## config.mk

```make
export PLATFORM = sky130hd
export DESIGN_NAME = md5_msg_pack
export DESIGN_NICKNAME = d
export VERILOG_FILES = /design/src/rtl/md5_msg_pack.sv
export SDC_FILE = /design/constraint.sdc
export NUM_CORES = 1
export LEC_CHECK = 0
export ABC_AREA = 1
export CORE_AREA = 10 10 209 211
export DETAILED_ROUTE_END_ITERATION = 12
export DIE_AREA = 0 0 219 221
export GPL_TIMING_DRIVEN = 0
export PLACE_DENSITY = 0.8
export SLEW_MARGIN = 30
export SYNTH_ARGS = -nofsm -noshare
export SYNTH_HDL_FRONTEND = slang
export SYNTH_SLANG_ARGS = --single-unit
```

## constraint.sdc

```tcl
create_clock -name clk_96mhz -period 2.7 [get_ports clk_96mhz]
set_clock_uncertainty 0.1 [all_clocks]
set_input_delay 0.27 -clock clk_96mhz [delete_from_list [all_inputs] [get_ports clk_96mhz]]
set_output_delay 0.27 -clock clk_96mhz [all_outputs]
set_load 0.005 [all_outputs]
```

## src/rtl/md5_msg_pack.sv

```systemverilog
// Sliding-window packer: emits one padded 512-bit MD5 block per window position.
// Optional MD5_MSG_PACK_NL_MAP_EN maps 0x0A/0x0D to 0x20 before the window.
module md5_msg_pack #(
  parameter int STR_LEN = 19,
  parameter int POS_W   = 16
) (
  input  logic             clk_96mhz,
  input  logic             reset,
  input  logic             start,
  input  logic [POS_W-1:0] num_bytes,
  input  logic [7:0]       data,
  input  logic             data_valid,
  output logic [511:0]     m_out,
  output logic             valid_out,
  output logic [POS_W-1:0] byte_pos,
  output logic             busy,
  output logic             done
);

  localparam int          WIN_W   = STR_LEN * 8;
  localparam logic [63:0] BIT_LEN = 64'(STR_LEN * 8);

  typedef enum logic [1:0] {
    IDLE,
    FILL,
    STREAM,
    DONE
  } state_t;

  state_t             state;
  logic [WIN_W-1:0]   win;
  logic [WIN_W-1:0]   win_next;
  logic [5:0]         fill;
  logic [POS_W-1:0]   cnt;
  logic [POS_W-1:0]   num_lat;
  logic [7:0]         in_byte;
  logic               full_next;
  logic               last;
  logic [511:0]       msg;

`ifdef MD5_MSG_PACK_NL_MAP_EN
  always_comb begin
    in_byte = data;
    if (data == 8'h0A || data == 8'h0D)
      in_byte = 8'h20;
  end
`else
  always_comb in_byte = data;
`endif

  // Newest byte enters at the top so byte 0 is always the oldest.
  generate
    if (STR_LEN == 1) begin : g_one
      assign win_next = in_byte;
    end else begin : g_many
      assign win_next = {in_byte, win[WIN_W-1:8]};
    end
  endgenerate

  assign full_next = (state == STREAM) ||
                     (fill == 6'(STR_LEN - 1));
  assign last      = (POS_W'(cnt + 1'b1) == num_lat);

  always_comb begin
    msg              = '0;
    msg[WIN_W-1:0]   = win_next;
    msg[WIN_W +: 8]  = 8'h80;
    msg[511:448]     = BIT_LEN;
  end

  always_ff @(posedge clk_96mhz) begin
    if (reset) begin
      state     <= IDLE;
      win       <= '0;
      fill      <= '0;
      cnt       <= '0;
      num_lat   <= '0;
      m_out     <= '0;
      valid_out <= 1'b0;
      byte_pos  <= '0;
      busy      <= 1'b0;
      done      <= 1'b0;
    end else begin
      valid_out <= 1'b0;
      done      <= 1'b0;
      if (start) begin
        num_lat <= num_bytes;
        cnt     <= '0;
        fill    <= '0;
        win     <= '0;
        if (num_bytes == '0) begin
          state <= DONE;
          busy  <= 1'b0;
          done  <= 1'b1;
        end else begin
          state <= FILL;
          busy  <= 1'b1;
        end
      end else begin
        unique case (state)
          IDLE: begin
            busy <= 1'b0;
          end
          FILL, STREAM: begin
            if (data_valid) begin
              win <= win_next;
              cnt <= cnt + 1'b1;
              if (fill != 6'(STR_LEN))
                fill <= fill + 1'b1;
              if (full_next) begin
                valid_out <= 1'b1;
                m_out     <= msg;
                byte_pos  <= cnt - POS_W'(STR_LEN - 1);
              end
              if (last) begin
                state <= DONE;
                busy  <= 1'b0;
                done  <= 1'b1;
              end else if (full_next) begin
                state <= STREAM;
              end
            end
          end
          DONE: begin
            state <= IDLE;
            busy  <= 1'b0;
          end
          default: begin
            state <= IDLE;
            busy  <= 1'b0;
          end
        endcase
      end
    end
  end

endmodule

```

Word level (Yosys, flattened, before mapping)
Cells that the tools add are included.
{"block": "word_totals", "word_cells": 55, "output_inout_bits": 531, "in_bits": 28, "reg_bits": 364}
{"block": "classes", "reduce_logical": 13, "bitwise": 3, "n_addsub": 3, "eq_ne": 9, "mux": 17}
{"op": "$add 16x1->16 const B", "n": 1}
{"op": "$eq 16x16->1", "n": 1}
{"op": "$logic_not 16->1", "n": 1}
{"op": "$sub 16x5->16 const B", "n": 1}
{"op": "$mux 1", "n": 10}
{"op": "$mux 2", "n": 5}
{"op": "$add 6x1->6 const B", "n": 1}
{"op": "$eq 6x5->1 const B", "n": 1}
{"op": "$ne 3x3->1 const B", "n": 2}
{"op": "$ne 6x5->1 const B", "n": 1}
{"op": "$reduce_and 3->1", "n": 2}
{"op": "$reduce_or 2->1", "n": 3}
{"op": "$eq 2x2->1 const B", "n": 2}
{"op": "$ne 4x4->1 const B", "n": 1}
{"op": "$pmux 2 s2", "n": 1}
{"op": "$reduce_and 2->1", "n": 2}
{"op": "$reduce_and 4->1", "n": 1}
{"op": "$reduce_or 4->1", "n": 1}
{"op": "$not 1->1", "n": 3}
{"op": "$reduce_bool 3->1", "n": 1}
{"op": "$eq 2x1->1 const B", "n": 1}
{"op": "$logic_not 2->1", "n": 1}
{"op": "$pmux 1 s2", "n": 1}
{"op": "$logic_or 1x1->1", "n": 1}

Logic depth before layout (Yosys ltp)
{"block": "logic_depth", "word_depth": 7, "mapped_depth": 16}

Worst setup path before layout
No wires, ideal clock.
{"block": "synth_timing", "path_kind": "reg2reg", "startpoint": "register state[0]", "endpoint": "register byte_pos[3]", "stages_incl_launch_ff": 9, "slack_ns": 0.655, "setup_time_ns": 0.137, "period_less_slack_ns": 2.045, "arrival_ns": 1.808, "path_buffers": 2, "t_required_ns": 2.463, "path_cell_list": "dfxtp_1 inv_1 ha_1 inv_1 nand2_1 nor3_2 buf_2 buf_1 a31oi_1"}
{"block": "synth_between", "elab_chain_cells": 3, "word_cells_on_any_way": 5, "classes_between": "2 x eq/ne; 3 x reduce/logical"}
{"element": "from (decl)", "line": "30", "rtl": "state_t state;"}
{"element": "from (signal assigned)", "line": "73", "rtl": "state <= IDLE;"}
{"element": "from (signal assigned)", "line": "92", "rtl": "state <= DONE;"}
{"element": "from (signal assigned)", "line": "96", "rtl": "state <= FILL;"}
{"element": "$eq 2x2->1 / $eq 2x1->1 (equally long branches)", "line": "60, 100"}
{"element": "$reduce_or 2->1 / $logic_or 1x1->1 (equally long branches)", "line": "100, 60"}
{"element": "$reduce_and 4->1 (no line) (*)"}
{"element": "to (signal assigned)", "line": "113", "rtl": "byte_pos <= cnt - POS_W'(STR_LEN - 1);"}
{"element": "to (decl)", "line": "15", "rtl": "output logic [POS_W-1:0] byte_pos,"}
Every way passes the cells marked *; elsewhere a longest branch is shown, timed or not.
A chain may end at the register's enable or synchronous reset.

Final worst setup path
{"block": "layout_timing", "startpoint": "register state[0]", "endpoint": "register m_out[127]"}
{"block": "layout_between", "elab_chain_cells": 3, "word_cells_on_any_way": 5, "classes_between": "2 x eq/ne; 3 x reduce/logical"}
{"element": "$eq 2x2->1 / $eq 2x1->1 (equally long branches)", "line": "60, 100"}
{"element": "$reduce_or 2->1 / $logic_or 1x1->1 (equally long branches)", "line": "100, 60"}
{"element": "$reduce_and 4->1 (no line) (*)"}
{"element": "to (signal assigned)", "line": "112", "rtl": "m_out <= msg;"}
{"element": "to (decl)", "line": "13", "rtl": "output logic [511:0] m_out,"}
Marked as above.

==> results.md <==
* XOR/XNOR Fraction of Synth Area at 0.00551
* First-pass GRT wire length at 77100 um
* Antenna violations before repair at 0
* Clock Latency Late Sink at 540 ps
* Tmin final at 2540 ps
* Setup TNS at 0 ps
* Initial DRC Count at 905
* Die height at 221 um
* CTS H-Tree Depth at 2
* I/O Pins at 559
* DRC viols at 0
* Die Wd at 219 um
* CTS tree: yes
* Post-synthesis adder-cell area fraction at 0.00551
* Relative slew slack at 0.354
* Gpl congestion at 0.891
* Worst Path Arrival at 2920 ps
* Final number of hold-violating endpoints at 0
* Number of synthesized register bits at 356
* Root Buffer: clkbuf_16
* Peak VDD IR at 0.410 mV
* ANT cells at 0
* Drt via density at 4.44
* Max-cap viol count at 0
* Hold_buf cts at 0
* Cell area after synthesis at 15900 um2
* Max Fclk at 393 MHz
* CP Max Fanout at 10
* Mapped Cells at 2097
* Cell Rows at 73
* Place WS at -463 ps
* Simple-Gate Fraction of Synth Area at 0.170
* Main flop type after synthesis: dfxtp_1
* Starting Density at 0.403
* Pleak at 0.0102 uW
* Status: finished, final reports clean
* Area grow syn2layout at 33.8%
* Slew Limit Fails at 0
* Antenna Violating Nets Remaining at 0
* TritonRoute pass-1 iters at 5
* Grt ovf at 0
* Routed Wire Length at 51800 um
* Fin util at 0.539
* Synthesis Warnings at 0
* Synth Area in Compound Gates at 0.150
* Vias at 14400
* Least-Margin Pin Slew at 968 ps
* Post-synthesis mux area share at 0
* # clock sinks at 356
* Most common cell in the netlist: nor2_1
* Fin crit share at 0.943
* Die footprint at 48400 um2
* EDFF count, synth at 0
* Total track usage at 0.198
* Power Dens Cells at 585 nW/um2
* Synth cell types at 38
* # placed instances at 3178
* Sequential share of the synthesized area at 0.448
* Top cells by area, synth: dfxtp_1 45%, buf_4 17%, nor2_1 12%, o21ai_0 11%, a21oi_1 3.3%
* Async S/R FF share, synth at 0
* Min-Delay Path Class: input pin to flop
* # setup viols final at 0
* Largest family of logic cells by synthesized area: buffers and inverters
* Most frequent cells after synthesis: 517 x nor2_1, 359 x buf_4, 356 x dfxtp_1
* Detailed placement HPWL at 40500 um
* Largest net degree at the start of global routing at 14
* CP Class: flop to flop
* Req. time, crit path at 3070 ps
* RSZ-0062 raised after global routing: false
* Cell accounting for the most synthesized area: dfxtp_1
* Fin cells at 3249
* CTS buffer count at 38
* CP startpoint kind: flop
* Clock Pin Slew Worst Setup and Hold Paths at 60 ps
* # port buffers at 201
* Layout Nets at 2730
* Worst setup margin at 155 ps
* Post-synth top area share at 0.448
* Syn Area/Cell at 7.58 um2
* CORE AREA at 39500 um2
* WL/cell at 15.9 um
* Crit. End Element: flop
* Vias in the first global route at 13600
* Clock Tree Buf Depth at 3
* Fraction of layout cells with a size suffix above 1 at 0.169
sequential cells by signal, indices dropped and copies added, names as in the netlist:
| name | count |
|---|---|
| cnt | 16 |
| done | 1 |
| state | 2 |
| win | 144 |
| num_lat | 16 |
| m_out | 153 |
| busy | 1 |
| valid_out | 1 |
| fill | 6 |
| byte_pos | 16 |
per-layer routing:
| layer | vias to the layer above | track usage | part of all wire |
|---|---|---|---|
| li1 | 7205 | - | - |
| met1 | 6588 | 0.227 | 0.39 |
| met2 | 565 | 0.351 | 0.49 |
| met3 | 77 | 0.0472 | 0.091 |
| met4 | 0 | 0.0694 | 0.031 |
| met5 | - | 0 | 0 |
report_power, final:
part / switching [uW] / leakage (uW) / internal [uW]
registers: 113 / 0.00288 / 5400
clock network: 2200 / 0.000644 / 3290
logic: 812 / 0.00668 / 634
critical path, cell delays in order (launching register included):
cell	delay, ps
dfxtp_1	360
inv_1	60
ha_1	240
a31oi_1	430
nor3_4	60
buf_4	170
inv_2	230
buf_4	320
clkbuf_2	270
nor2_1	90
nor2_1	130
cells in the final DEF (no fill, tap or decap), types with 7 or more instances in the layout:
cell type,netlist,routed
inv_1,94,94
buf_4,359,362
nor2_1,517,516
xor2_1,7,7
dfxtp_1,356,356
clkdlybuf4s50_1,0,201
nand3_1,31,31
buf_2,8,7
nand2_1,102,101
o21ai_0,350,350
clkbuf_1,103,100
a21oi_1,104,104
conb_1,1,356
clkbuf_2,0,14
nand4_1,7,7
ha_1,7,7
clkbuf_16,0,38
layout make-up:
type	instances	area (um2)
clock buffer	54	1070
buffer	474	3170
tap	525	657
fill	3656	18200
sequential	356	7130
multi-input combinational	1525	6610
timing repair buffer	203	2030
clock inverter	15	254
inverter	97	364
path summary, 6_finish.rpt:
kind	startpoint	end	slack, ps	cells past startpoint
worst min register to register	num_lat[8]$_SDFFE_PP0P_	num_lat[8]$_SDFFE_PP0P_	380	2
worst max-delay path	state[0]$_SDFFE_PP0P_	m_out[127]$_SDFFE_PP0P_	160	10
worst max register to register	state[0]$_SDFFE_PP0P_	m_out[127]$_SDFFE_PP0P_	160	10
worst min-delay path	reset	m_out[159]$_SDFFE_PP0P_	50	2
cell families after synthesis:
logic type / after synthesis
and+or+nand+nor: 682
DFF: 356
adders and majority gates: 7
AOI/OAI and AO/OA: 470
other: 1
buffers and inverters: 571
xor gates and xnor gates: 10
metrics by stage:
stage               hold slack [ps]  power (uW)  cell area, um2
global route                   55.3       13000           21300
global placement                358        6970           19900
finish                         51.6       12500           21300
floorplan                       302        6610           17200
detailed placement              367        6990           19900
CTS                            24.0       12500           21300
what timing repair did:
item	4_1_cts	5_1_grt
cloned	0	0
buffers inserted	2	0
endpoints found under the setup margin	246	104
pin swaps	1	0
endpoints found under the hold margin	0	0
gates resized for setup	7	22
Note: power is estimated with default switching activity, not from simulation.
